### config.mk
export PLATFORM = sky130hd
export DESIGN_NAME = config_rw_register_file_flat
export DESIGN_NICKNAME = d
export VERILOG_FILES = /design/src/rtl/config_pkg.sv /design/src/rtl/config_if.sv /design/src/rtl/config_resp_slot.sv /design/src/rtl/config_rw_register_file.sv /design/src/flat_wrapper.sv
export SDC_FILE = /design/constraint.sdc
export NUM_CORES = 1
export LEC_CHECK = 0
export ABC_AREA = 0
export BUFFER_PORTS_ARGS = -buffer_cell sky130_fd_sc_hd__buf_2
export CAP_MARGIN = 20
export CORE_AREA = 3 3 269 271
export DETAILED_ROUTE_END_ITERATION = 10
export DIE_AREA = 0 0 272 274
export PLACE_DENSITY = 0.7
export SYNTH_ARGS = -nofsm -noshare
export SYNTH_HDL_FRONTEND = slang
export SYNTH_SLANG_ARGS = --single-unit
### constraint.sdc
create_clock -name clk -period 3.98 [get_ports clk]
set_clock_uncertainty 0.2 [all_clocks]
set_input_delay 0.796 -clock clk [delete_from_list [all_inputs] [get_ports clk]]
set_output_delay 0.796 -clock clk [all_outputs]
set_load 0.05 [all_outputs]
### src/rtl/config_pkg.sv
// Shared configuration-bus types and widths.
// Used by every config consumer hanging off the global config block.
package config_pkg;

    localparam int AXIL_DATA_BITS   = 64;
    localparam int CONFIG_ADDR_BITS = 8;

    typedef logic [AXIL_DATA_BITS-1:0] config_word_t;

endpackage

### src/rtl/config_if.sv
// Write and read config interfaces between the splitter and a consumer.
// Writes have no backpressure; reads use a request/response handshake.
interface write_config_i;
    import config_pkg::*;

    config_word_t                  data;
    logic [CONFIG_ADDR_BITS-1:0]   addr;
    logic                          valid;

    modport m (output data, addr, valid);
    modport s (input  data, addr, valid);
endinterface

interface read_config_i;
    import config_pkg::*;

    logic [CONFIG_ADDR_BITS-1:0]   read_addr;
    logic                          read_valid;
    logic                          read_ready;
    config_word_t                  resp_data;
    logic                          resp_error;
    logic                          resp_valid;
    logic                          resp_ready;

    modport m (
        output read_addr, read_valid, resp_ready,
        input  read_ready, resp_data, resp_error, resp_valid
    );
    modport s (
        input  read_addr, read_valid, resp_ready,
        output read_ready, resp_data, resp_error, resp_valid
    );
endinterface

### src/rtl/config_resp_slot.sv
// Single-entry response register with ready/valid handshake.
// Accept and drain in one cycle reloads the slot for full throughput.
module config_resp_slot #(
    parameter int W = 64
) (
    input  logic         clk,
    input  logic         rst_n,
    input  logic         in_valid,
    output logic         in_ready,
    input  logic [W-1:0] in_data,
    input  logic         in_error,
    output logic         resp_valid,
    output logic [W-1:0] resp_data,
    output logic         resp_error,
    input  logic         resp_ready
);

    logic accept;

    assign in_ready = !resp_valid || resp_ready;
    assign accept   = in_valid && in_ready;

    // Load on accept, empty on drain, otherwise hold the response stable.
    always_ff @(posedge clk or negedge rst_n) begin
        if (!rst_n) begin
            resp_valid <= 1'b0;
            resp_data  <= '0;
            resp_error <= 1'b0;
        end else if (accept) begin
            resp_valid <= 1'b1;
            resp_data  <= in_data;
            resp_error <= in_error;
        end else if (resp_ready) begin
            resp_valid <= 1'b0;
        end
    end

endmodule

### src/rtl/config_rw_register_file.sv
// Host-writable register file with per-register written flags.
// Host reads return through a one-entry response slot.
module config_rw_register_file
    import config_pkg::*;
#(
    parameter int           NUM_REGS                 = 8,
    parameter config_word_t RESET_VALUES [NUM_REGS]  = '{default: '0},
    parameter logic [NUM_REGS-1:0] CONSUME_CLEARS    = '1
) (
    input  logic                clk,
    input  logic                rst_n,
    write_config_i.s            wr,
    read_config_i.s             rd,
    output config_word_t        values [NUM_REGS],
    output logic [NUM_REGS-1:0] valid_o,
    output logic [NUM_REGS-1:0] write_pulse,
    input  logic [NUM_REGS-1:0] consume
);

    config_word_t rd_word;
    logic         rd_in_range;

    assign rd_in_range = int'(rd.read_addr) < NUM_REGS;

    for (genvar i = 0; i < NUM_REGS; i++) begin : g_reg
        config_word_t value_q;
        logic         valid_q;
        logic         pulse_q;
        logic         hit;

        assign hit            = wr.valid && (int'(wr.addr) == i);
        assign values[i]      = value_q;
        assign valid_o[i]     = valid_q;
        assign write_pulse[i] = pulse_q;

        // Store writes; a write beats a same-cycle consume on the flag.
        always_ff @(posedge clk or negedge rst_n) begin
            if (!rst_n) begin
                value_q <= RESET_VALUES[i];
                valid_q <= 1'b0;
                pulse_q <= 1'b0;
            end else begin
                pulse_q <= hit;
                if (hit) begin
                    value_q <= wr.data;
                    valid_q <= 1'b1;
                end else if (consume[i] && CONSUME_CLEARS[i]) begin
                    valid_q <= 1'b0;
                end
            end
        end
    end

    // Read mux; out-of-range addresses select zero.
    always_comb begin
        rd_word = '0;
        for (int i = 0; i < NUM_REGS; i++) begin
            if (int'(rd.read_addr) == i) rd_word = values[i];
        end
    end

    config_resp_slot #(
        .W (AXIL_DATA_BITS)
    ) u_slot (
        .clk        (clk),
        .rst_n      (rst_n),
        .in_valid   (rd.read_valid),
        .in_ready   (rd.read_ready),
        .in_data    (rd_word),
        .in_error   (!rd_in_range),
        .resp_valid (rd.resp_valid),
        .resp_data  (rd.resp_data),
        .resp_error (rd.resp_error),
        .resp_ready (rd.resp_ready)
    );

endmodule
### src/flat_wrapper.sv
// flat-port wrapper written by rule: the top's interface ports become plain ports
module config_rw_register_file_flat import config_pkg::*;
#(
    parameter int           NUM_REGS                 = 8,
    parameter config_word_t RESET_VALUES [NUM_REGS]  = '{default: '0},
    parameter logic [NUM_REGS-1:0] CONSUME_CLEARS    = '1
)
  (clk, rst_n, values, valid_o, write_pulse, consume, wr_data, wr_addr, wr_valid, rd_read_addr, rd_read_valid, rd_resp_ready, rd_read_ready, rd_resp_data, rd_resp_error, rd_resp_valid);
  write_config_i wr_i ();
  read_config_i rd_i ();
  input  logic clk;
  input  logic rst_n;
  output config_word_t values[NUM_REGS];
  output logic [NUM_REGS-1:0] valid_o;
  output logic [NUM_REGS-1:0] write_pulse;
  input  logic [NUM_REGS-1:0] consume;
  input wire logic [$bits(wr_i.data)-1:0] wr_data;
  input wire logic [$bits(wr_i.addr)-1:0] wr_addr;
  input wire logic [$bits(wr_i.valid)-1:0] wr_valid;
  input wire logic [$bits(rd_i.read_addr)-1:0] rd_read_addr;
  input wire logic [$bits(rd_i.read_valid)-1:0] rd_read_valid;
  input wire logic [$bits(rd_i.resp_ready)-1:0] rd_resp_ready;
  output wire logic [$bits(rd_i.read_ready)-1:0] rd_read_ready;
  output wire logic [$bits(rd_i.resp_data)-1:0] rd_resp_data;
  output wire logic [$bits(rd_i.resp_error)-1:0] rd_resp_error;
  output wire logic [$bits(rd_i.resp_valid)-1:0] rd_resp_valid;
  assign wr_i.data = wr_data;
  assign wr_i.addr = wr_addr;
  assign wr_i.valid = wr_valid;
  assign rd_i.read_addr = rd_read_addr;
  assign rd_i.read_valid = rd_read_valid;
  assign rd_i.resp_ready = rd_resp_ready;
  assign rd_read_ready = rd_i.read_ready;
  assign rd_resp_data = rd_i.resp_data;
  assign rd_resp_error = rd_i.resp_error;
  assign rd_resp_valid = rd_i.resp_valid;
  config_rw_register_file #(.NUM_REGS(NUM_REGS), .RESET_VALUES(RESET_VALUES), .CONSUME_CLEARS(CONSUME_CLEARS)) u_core (.clk(clk), .rst_n(rst_n), .wr(wr_i), .rd(rd_i), .values(values), .valid_o(valid_o), .write_pulse(write_pulse), .consume(consume));
endmodule
==> impl_results.rst, run 1 <==
.. list-table::
   :header-rows: 1

   * - Metric
     - Value
   * - Clock slew at reported path FFs
     - 0.06 ns
   * - Crit path max-delay cell type
     - or3_1
   * - Fin crit period
     - 2.70 ns
   * - Initial DRT Pass Iterations
     - 5
   * - Cts bufs inserted
     - 67
   * - Element type at the critical path end
     - flop
   * - Placeable core region
     - 70000 um2
   * - Source-to-sink clock delay at the later pin of the worst-skew pair
     - 0.61 ns
   * - Clock sink count
     - about 590
   * - Final Instance Area
     - 33300 um2
   * - Count of standard-cell rows
     - between 90 and 100
   * - Htree depth
     - 3
   * - Cell mode on critical path
     - or3_1
   * - Result of the run
     - complete, no violations
   * - Post-Layout Cell Count
     - 3588
   * - Leakage power of the design
     - around 18 nW
   * - Synthesized netlist net count
     - just over 2000
   * - CTS tree
     - done
   * - Leading post-synthesis cells by cell area
     - dfrtp_1 (56%), mux2_2 (21%), mux2_4 (4.3%)
   * - Final-report max-slew violation count
     - 0
   * - WL per Instance
     - 27.9 um
   * - Initial antenna violation count
     - 3
   * - Final count of negative-setup-slack endpoints
     - 0
   * - Bufs on Longest Clock Path
     - 3
   * - DP HPWL
     - 66.9 mm
   * - Via count
     - 20600
   * - Setup repair after global routing missed its margin
     - false
   * - Maximum Capacitance Violations
     - 0
   * - Share of the cycle needed by the critical path after routing
     - between 60% and 70%
   * - Die height
     - 274 um
   * - Final worst setup slack
     - 1.28 ns
   * - Share of synthesized area occupied by flip-flops and latches
     - 56.3%
   * - Peak fanout along the critical path
     - 51
   * - Worst VDD drop
     - 0.335 mV
   * - Length in cells of the worst reg-to-reg path
     - 6
   * - Hold bufs inserted after CTS
     - 1
   * - Final Hold Fails
     - 0
   * - Worst rel slew slack
     - 40.6%
   * - Highest cell delay on the worst timing path
     - 0.62 ns
   * - Worst path top cell family by delay
     - simple AND/OR/NAND/NOR gates
   * - Die ar.
     - between 70000 and 80000 um2
   * - Number of resized instances in the post-cts repair step
     - 0
   * - Final nets
     - 2683
   * - Area share of the leading cell type in the synthesized netlist
     - 56.3%
   * - Wire length of the first global-routing pass
     - around 150 mm
   * - FF+latch count, synth
     - 594
   * - Post-DP Area
     - 30900 um2
   * - Number of instances in the synthesized netlist
     - 1941
   * - Number of cells in the design after placement
     - 3460
   * - Horizontal die dimension
     - ~270 um
   * - Antenna-violating nets left
     - 0
   * - Gpl congestion
     - 0.933
   * - Power per Cell Area
     - about 480 nW/um2
   * - Required time at the endpoint of the critical path
     - approximately 4.3 ns
   * - Worst Path Buf+Inv
     - 2
   * - Total routed wirelength
     - 100 mm
   * - Clock Tree Root
     - clkbuf_16
   * - Via count of the first global-routing pass
     - 21600
   * - Type of the most critical hold path
     - input port to flop
   * - Number of gates on the worst path with buffers counted
     - 7
   * - Arrival time reported for the critical path endpoint
     - 3.01 ns
   * - Overall global routing resource usage
     - roughly a quarter
   * - Port Buf Inserts
     - a little under 700
   * - CP Launch Type
     - input port
   * - Initial core utilization
     - 37.7%
   * - Instance count along the most critical hold path
     - 2
   * - Worst Setup Slack post-DPL
     - 0.688 ns
   * - Total of warnings raised by yosys
     - 0
   * - Slew of the pin with the lowest slew margin
     - 0.891 ns
   * - Post-Syn Area
     - 26400 um2
   * - Worst Hold Slack
     - between 0.15 and 0.2 ns
   * - Final routed DRC violation total
     - 0
   * - Filler cell count
     - a little over 6000
   * - FMAX
     - 370 MHz
   * - Initial drt markers
     - 1500
   * - Post CTS Setup Buffer Count
     - 0
   * - Unique masters post-synth
     - 44
   * - Total negative slack
     - 0 ns
   * - Cell chain of the critical path
     - buf_2, or3_1, nor3_4, o21ai_4, buf_4, or3_1, a21oi_1
   * - Post-synthesis area per instance
     - approximately 14 um2
   * - Total global routing overflow
     - 0
   * - I/O Pins
     - roughly 700
   * - Ratio of routed vias to standard cells
     - 5.74
   * - Share of layout cells above drive strength 1
     - 54.8%
   * - Yosys top cell by area
     - dfrtp_1
   * - Largest net degree at the start of global routing
     - roughly 120
   * - Category of the most critical setup path
     - input port to flop
   * - Area added between synthesis and finish
     - 26.1%
routing by layer:
layer  global-route usage (%)  vias up  routed length [um]
li1                         -     8496                   -
met1                     31.8    10600               38500
met2                     43.7     1204               47800
met5                        0        -                   0
met4                     12.1        0                5230
met3                     6.89      310                8750
worst register-to-register path, cell delays in order (launching register included):
cell	delay [ns]
dfrtp_1	0.37
nand2b_1	0.18
nand2_4	0.28
buf_12	0.32
or3_1	0.66
o21ai_0	0.11
a21oi_1	0.06
cell usage in the layout (no fill, tap or decap), types with 5 or more instances in the layout:
cell / count
bufinv_16: 9
buf_12: 19
nor2_1: 7
a221oi_1: 52
a2bb2oi_1: 5
clkinv_2: 12
nand2b_1: 12
nand2_1: 10
buf_4: 37
mux2_4: 76
buf_2: 684
mux2i_1: 6
nor3_1: 5
a22oi_1: 10
nor2b_1: 59
diode_2: 5
clkbuf_1: 10
nand3_1: 7
mux4_2: 5
or3_1: 105
o21ai_0: 92
a21oi_1: 70
mux2_2: 493
dfrtp_1: 594
inv_1: 15
o22ai_1: 54
a211oi_1: 59
clkbuf_8: 12
clkbuf_16: 68
cell type report:
cell class	instances	area [um2]	area share, %
antenna	5	12.5	0.0376
clock buffer	89	1890	5.68
clock inverter	33	494	1.48
inverter	15	56.3	0.169
multi-input combinational	1169	10700	32.1
sequential	594	14900	44.7
tap	940	1180	3.53
timing repair buffer	743	4120	12.4
worst paths after layout:
check	from	end	slack, ns
worst min register to register	u_core.u_slot.resp_error	u_core.u_slot.resp_error	0.29
min in group asynchronous	rst_n	u_core.g_reg[6].value_q[10]	0.52
worst max register to register	u_core.u_slot.resp_valid	u_core.u_slot.resp_data[37]	1.67
worst max-delay path	rd_read_addr[5]	u_core.u_slot.resp_data[17]	1.28
worst min-delay path	consume[7]	u_core.g_reg[7].valid_q	0.17
max in group asynchronous	rst_n	u_core.g_reg[1].value_q[40]	1.93
state kept, by name, summed over array words and instances, names as in the netlist:
name / count
u_core.g.pulse_q: 8
u_core.u_slot.resp_valid: 1
u_core.u_slot.resp_data: 64
u_core.g.value_q: 512
u_core.g.valid_q: 8
u_core.u_slot.resp_error: 1
metrics by stage:
step | total power [mW] | utilization, %
2_1_floorplan | 8.41 | -
3_3_place_gp | 9.33 | 44.1
3_5_place_dp | 9.39 | 44.1
4_1_cts | 16.1 | 47.5
5_1_grt | 16.4 | 47.5
6_report | 16.0 | 47.5
logic make-up after synthesis:
group                  Yosys count  share of synthesized area, %
AOI/OAI and AO/OA              356                          8.61
buffers and inverters          178                          3.63
DFF                            594                          56.3
muxes                          580                          26.0
and+or+nand+nor                233                          5.47
synth_stat cells, drive strengths merged:
cell	n
a211oi	59
a21o	1
a21oi	70
a221o	1
a221oi	52
a22o	3
a22oi	10
a2bb2oi	5
a31oi	4
and2	2
and3	3
and4	2
buf	100
clkbuf	63
dfrtp	594
inv	15
mux2	569
mux2i	6
mux4	5
nand2	13
nand2b	14
nand3	8
nand3b	1
nand4	2
nor2	10
nor2b	60
nor3	8
nor4	1
nor4b	1
o211ai	4
o21ai	93
o22ai	54
or3	107
or4	1
where the power goes:
| group | internal [mW] | switching (mW) |
|---|---|---|
| combinational | 0.656 | 1.99 |
| clock | 3.98 | 2.68 |
| sequential | 6.37 | 0.278 |
| total | 11.0 | 4.94 |
No activity file was read; power rests on OpenSTA's default activity.
==> inputs of run 2 (changes only) <==
Settings changed: CORE_AREA 3 3 269 271 to 3 3 263 265, DIE_AREA 0 0 272 274 to 0 0 266 268, PLACE_DENSITY 0.7 to 0.72.
Clock period 3.98 ns to 2.5 ns, I/O delays scaled along.
==> run 2 against run 1 <==
Register-to-register slack lost 1.1 ns. First-iteration DRC count grew 15%. Core utilization grew 3.2 points. Combinational power grew 63%. Global-route usage grew 1.3 points. Clock power grew 52%. Via count grew 0.88%. Hold slack lost 0.12 ns. Final cell count is essentially flat. Die area shrank 4.3%. Worst setup slack lost 0.96 ns.
==> impl_results.rst, run 2 (same netlist as run 1, synthesis figures left out) <==
.. list-table::
   :header-rows: 1

   * - Metric
     - Value
   * - Power per Cell Area
     - approximately 740 nW/um2
   * - Post-DP Area
     - 31600 um2
   * - DP HPWL
     - 70.3 mm
   * - Share of the cycle needed by the critical path after routing
     - 87.2%
   * - Critical Path Start
     - u_core.g_reg[0].value_q[36]
   * - Final nets
     - 2754
   * - Leakage power of the design
     - between 15 and 20 nW
   * - Reg2Reg Launch Point
     - u_core.u_slot.resp_valid
   * - Largest net degree at the start of global routing
     - 61
   * - Source-to-sink clock delay at the later pin of the worst-skew pair
     - 0.59 ns
   * - Horizontal die dimension
     - 266 um
   * - Final count of negative-setup-slack endpoints
     - 0
   * - Number of resized instances in the post-cts repair step
     - 0
   * - Arrival time reported for the critical path endpoint
     - 1.48 ns
   * - Initial drt markers
     - 1725
   * - Element type at the critical path end
     - primary output
   * - I/O Pins
     - around 700
   * - Total routed wirelength
     - between 100 and 150 mm
   * - Clock Tree Root
     - clkbuf_16
   * - Via count
     - 20800
   * - Final routed DRC violation total
     - 0
   * - Slew of the pin with the lowest slew margin
     - 0.631 ns
   * - Port Buf Inserts
     - between 600 and 700
   * - Count of standard-cell rows
     - 95
   * - Terminus of the critical flop-to-flop path
     - u_core.u_slot.resp_data[19]
   * - Initial antenna violation count
     - 5
   * - Wire length of the first global-routing pass
     - 147 mm
   * - Registers with the highest flip-flop counts
     - u_core.g.value_q x512, u_core.u_slot.resp_data x64
   * - Clock sink count
     - 594
   * - Maximum Capacitance Violations
     - 0
   * - Initial DRT Pass Iterations
     - 5
   * - Cts bufs inserted
     - 66
   * - Worst path top cell family by delay
     - flip-flops
   * - Category of the most critical setup path
     - flop to primary output
   * - Type of the most critical hold path
     - input port to flop
   * - Area added between synthesis and finish
     - 28.9%
   * - Via count of the first global-routing pass
     - 21600
   * - CP Launch Type
     - flop
   * - Final worst setup slack
     - ~0.32 ns
   * - Final-report max-slew violation count
     - 0
   * - Final Hold Fails
     - 0
   * - Antenna-violating nets left
     - 0
   * - Worst Setup Slack post-DPL
     - -0.0997 ns
   * - Filler cell count
     - between 5000 and 6000
   * - Die ar.
     - 71300 um2
   * - Clock slew at reported path FFs
     - 0.06 ns
   * - Setup repair after global routing missed its margin
     - false
   * - Number of gates on the worst path with buffers counted
     - 1
   * - Cell chain of the critical path
     - buf_2
   * - FMAX
     - 459 MHz
   * - Placeable core region
     - 67000 um2
   * - Worst rel slew slack
     - 57.9%
   * - Worst setup path end
     - values[484]
   * - Required time at the endpoint of the critical path
     - around 1.8 ns
   * - Die height
     - 268 um
   * - Gpl congestion
     - ~0.9
   * - Fin crit period
     - between 2 and 2.5 ns
   * - Worst VDD drop
     - 0.597 mV
   * - Share of layout cells above drive strength 1
     - 55.3%
   * - Worst-case register-to-register setup slack
     - ~0.53 ns
   * - CTS tree
     - done
   * - Peak fanout along the critical path
     - 3
   * - Worst Hold Slack
     - 0.0530 ns
   * - Final Instance Area
     - 34000 um2
   * - Crit path max-delay cell type
     - dfrtp_1
   * - Result of the run
     - complete, no violations
   * - Top library cells by usage in the layout, fill and taps aside
     - buf_2 (684), dfrtp_1 (594), mux2_2 (493)
   * - Worst Path Buf+Inv
     - 1
   * - Htree depth
     - 3
   * - Total global routing overflow
     - 0
   * - Highest cell delay on the worst timing path
     - ~0.55 ns
   * - Overall global routing resource usage
     - 27.5%
   * - Most frequent standard cell in the layout excluding fill and tap cells
     - buf_2
   * - Length in cells of the worst reg-to-reg path
     - 5
   * - Bufs on Longest Clock Path
     - 3
   * - Initial core utilization
     - 39.4%
   * - Number of flip-flops in the largest register
     - 512
   * - WL per Instance
     - 28.1 um
   * - Ratio of routed vias to standard cells
     - 5.79
   * - Reg with most FFs
     - u_core.g.value_q
run 2: changes by cell type in the layout (fill, tap and decap cells not counted), moves of 3 or more:
cell,before,now
buf_12,19,48
diode_2,5,2
clkinv_2,12,9
clkbuf_8,12,16
bufinv_16,9,6
clkinv_4,3,0
buf_4,37,62
dlygate4sd3_1,1,19
clkinvlp_4,2,5
run 2: power by group:
group          switching [mW]  internal [mW]  leakage (nW)
Combinational            3.19           1.12          8.83
Sequential              0.438           10.1          8.08
Clock                    4.10           6.03          1.11
Total                    7.73           17.3          18.0
run 2: through the flow:
step | setup TNS, ns | power [mW] | utilization, % | cells
floorplan | 0 | 13.4 | - | 1941
global placement | -33.46 | 14.9 | 47.1 | 3447
detailed placement | -8.54 | 15.0 | 47.1 | 3447
CTS | 0 | 25.3 | 50.7 | 3583
global route | 0 | 25.9 | 50.8 | 3585
finish | 0 | 25.0 | 50.8 | 3585
run 2: what timing repair did:
item                      CTS  global route
setup buffers               0             0
hold buffers               19             0
hold endpoints to repair   79             0
run 2: area by class of cell:
| cell class | instances | area [um2] | share of cell area (%) |
|---|---|---|---|
| Sequential cell | 594 | 14900 | 43.7 |
| Multi-Input combinational cell | 1169 | 10700 | 31.4 |
| Timing Repair Buffer | 815 | 5070 | 14.9 |
| Clock buffer | 90 | 1910 | 5.62 |
| Tap cell | 873 | 1090 | 3.21 |
| Clock inverter | 27 | 350 | 1.03 |
| Inverter | 15 | 56.3 | 0.165 |
| Antenna cell | 2 | 5.00 | 0.0147 |
run 2: per-layer routing:
layer | GRT usage, % | routed length (um)
met2 | 45.7 | 48400
met3 | 6.77 | 8460
met1 | 33.4 | 38100
met5 | 0 | 13
met4 | 14.3 | 5690
run 2: worst min path at each step:
stage / start / end / slack (ns) / depth (start not counted)
after global routing: wr_data[4] / u_core.g_reg[3].value_q[4] / 0.03 / 2
final: wr_data[4] / u_core.g_reg[1].value_q[4] / 0.05 / 2
after global placement: u_core.g_reg[0].valid_q / u_core.g_reg[0].valid_q / 0.27 / 1
after floorplan: rst_n / u_core.g_reg[0].pulse_q / 0.004 / 0
after CTS: wr_data[0] / u_core.g_reg[4].value_q[0] / 0.002 / 2
after detailed placement: u_core.g_reg[0].valid_q / u_core.g_reg[0].valid_q / 0.27 / 1
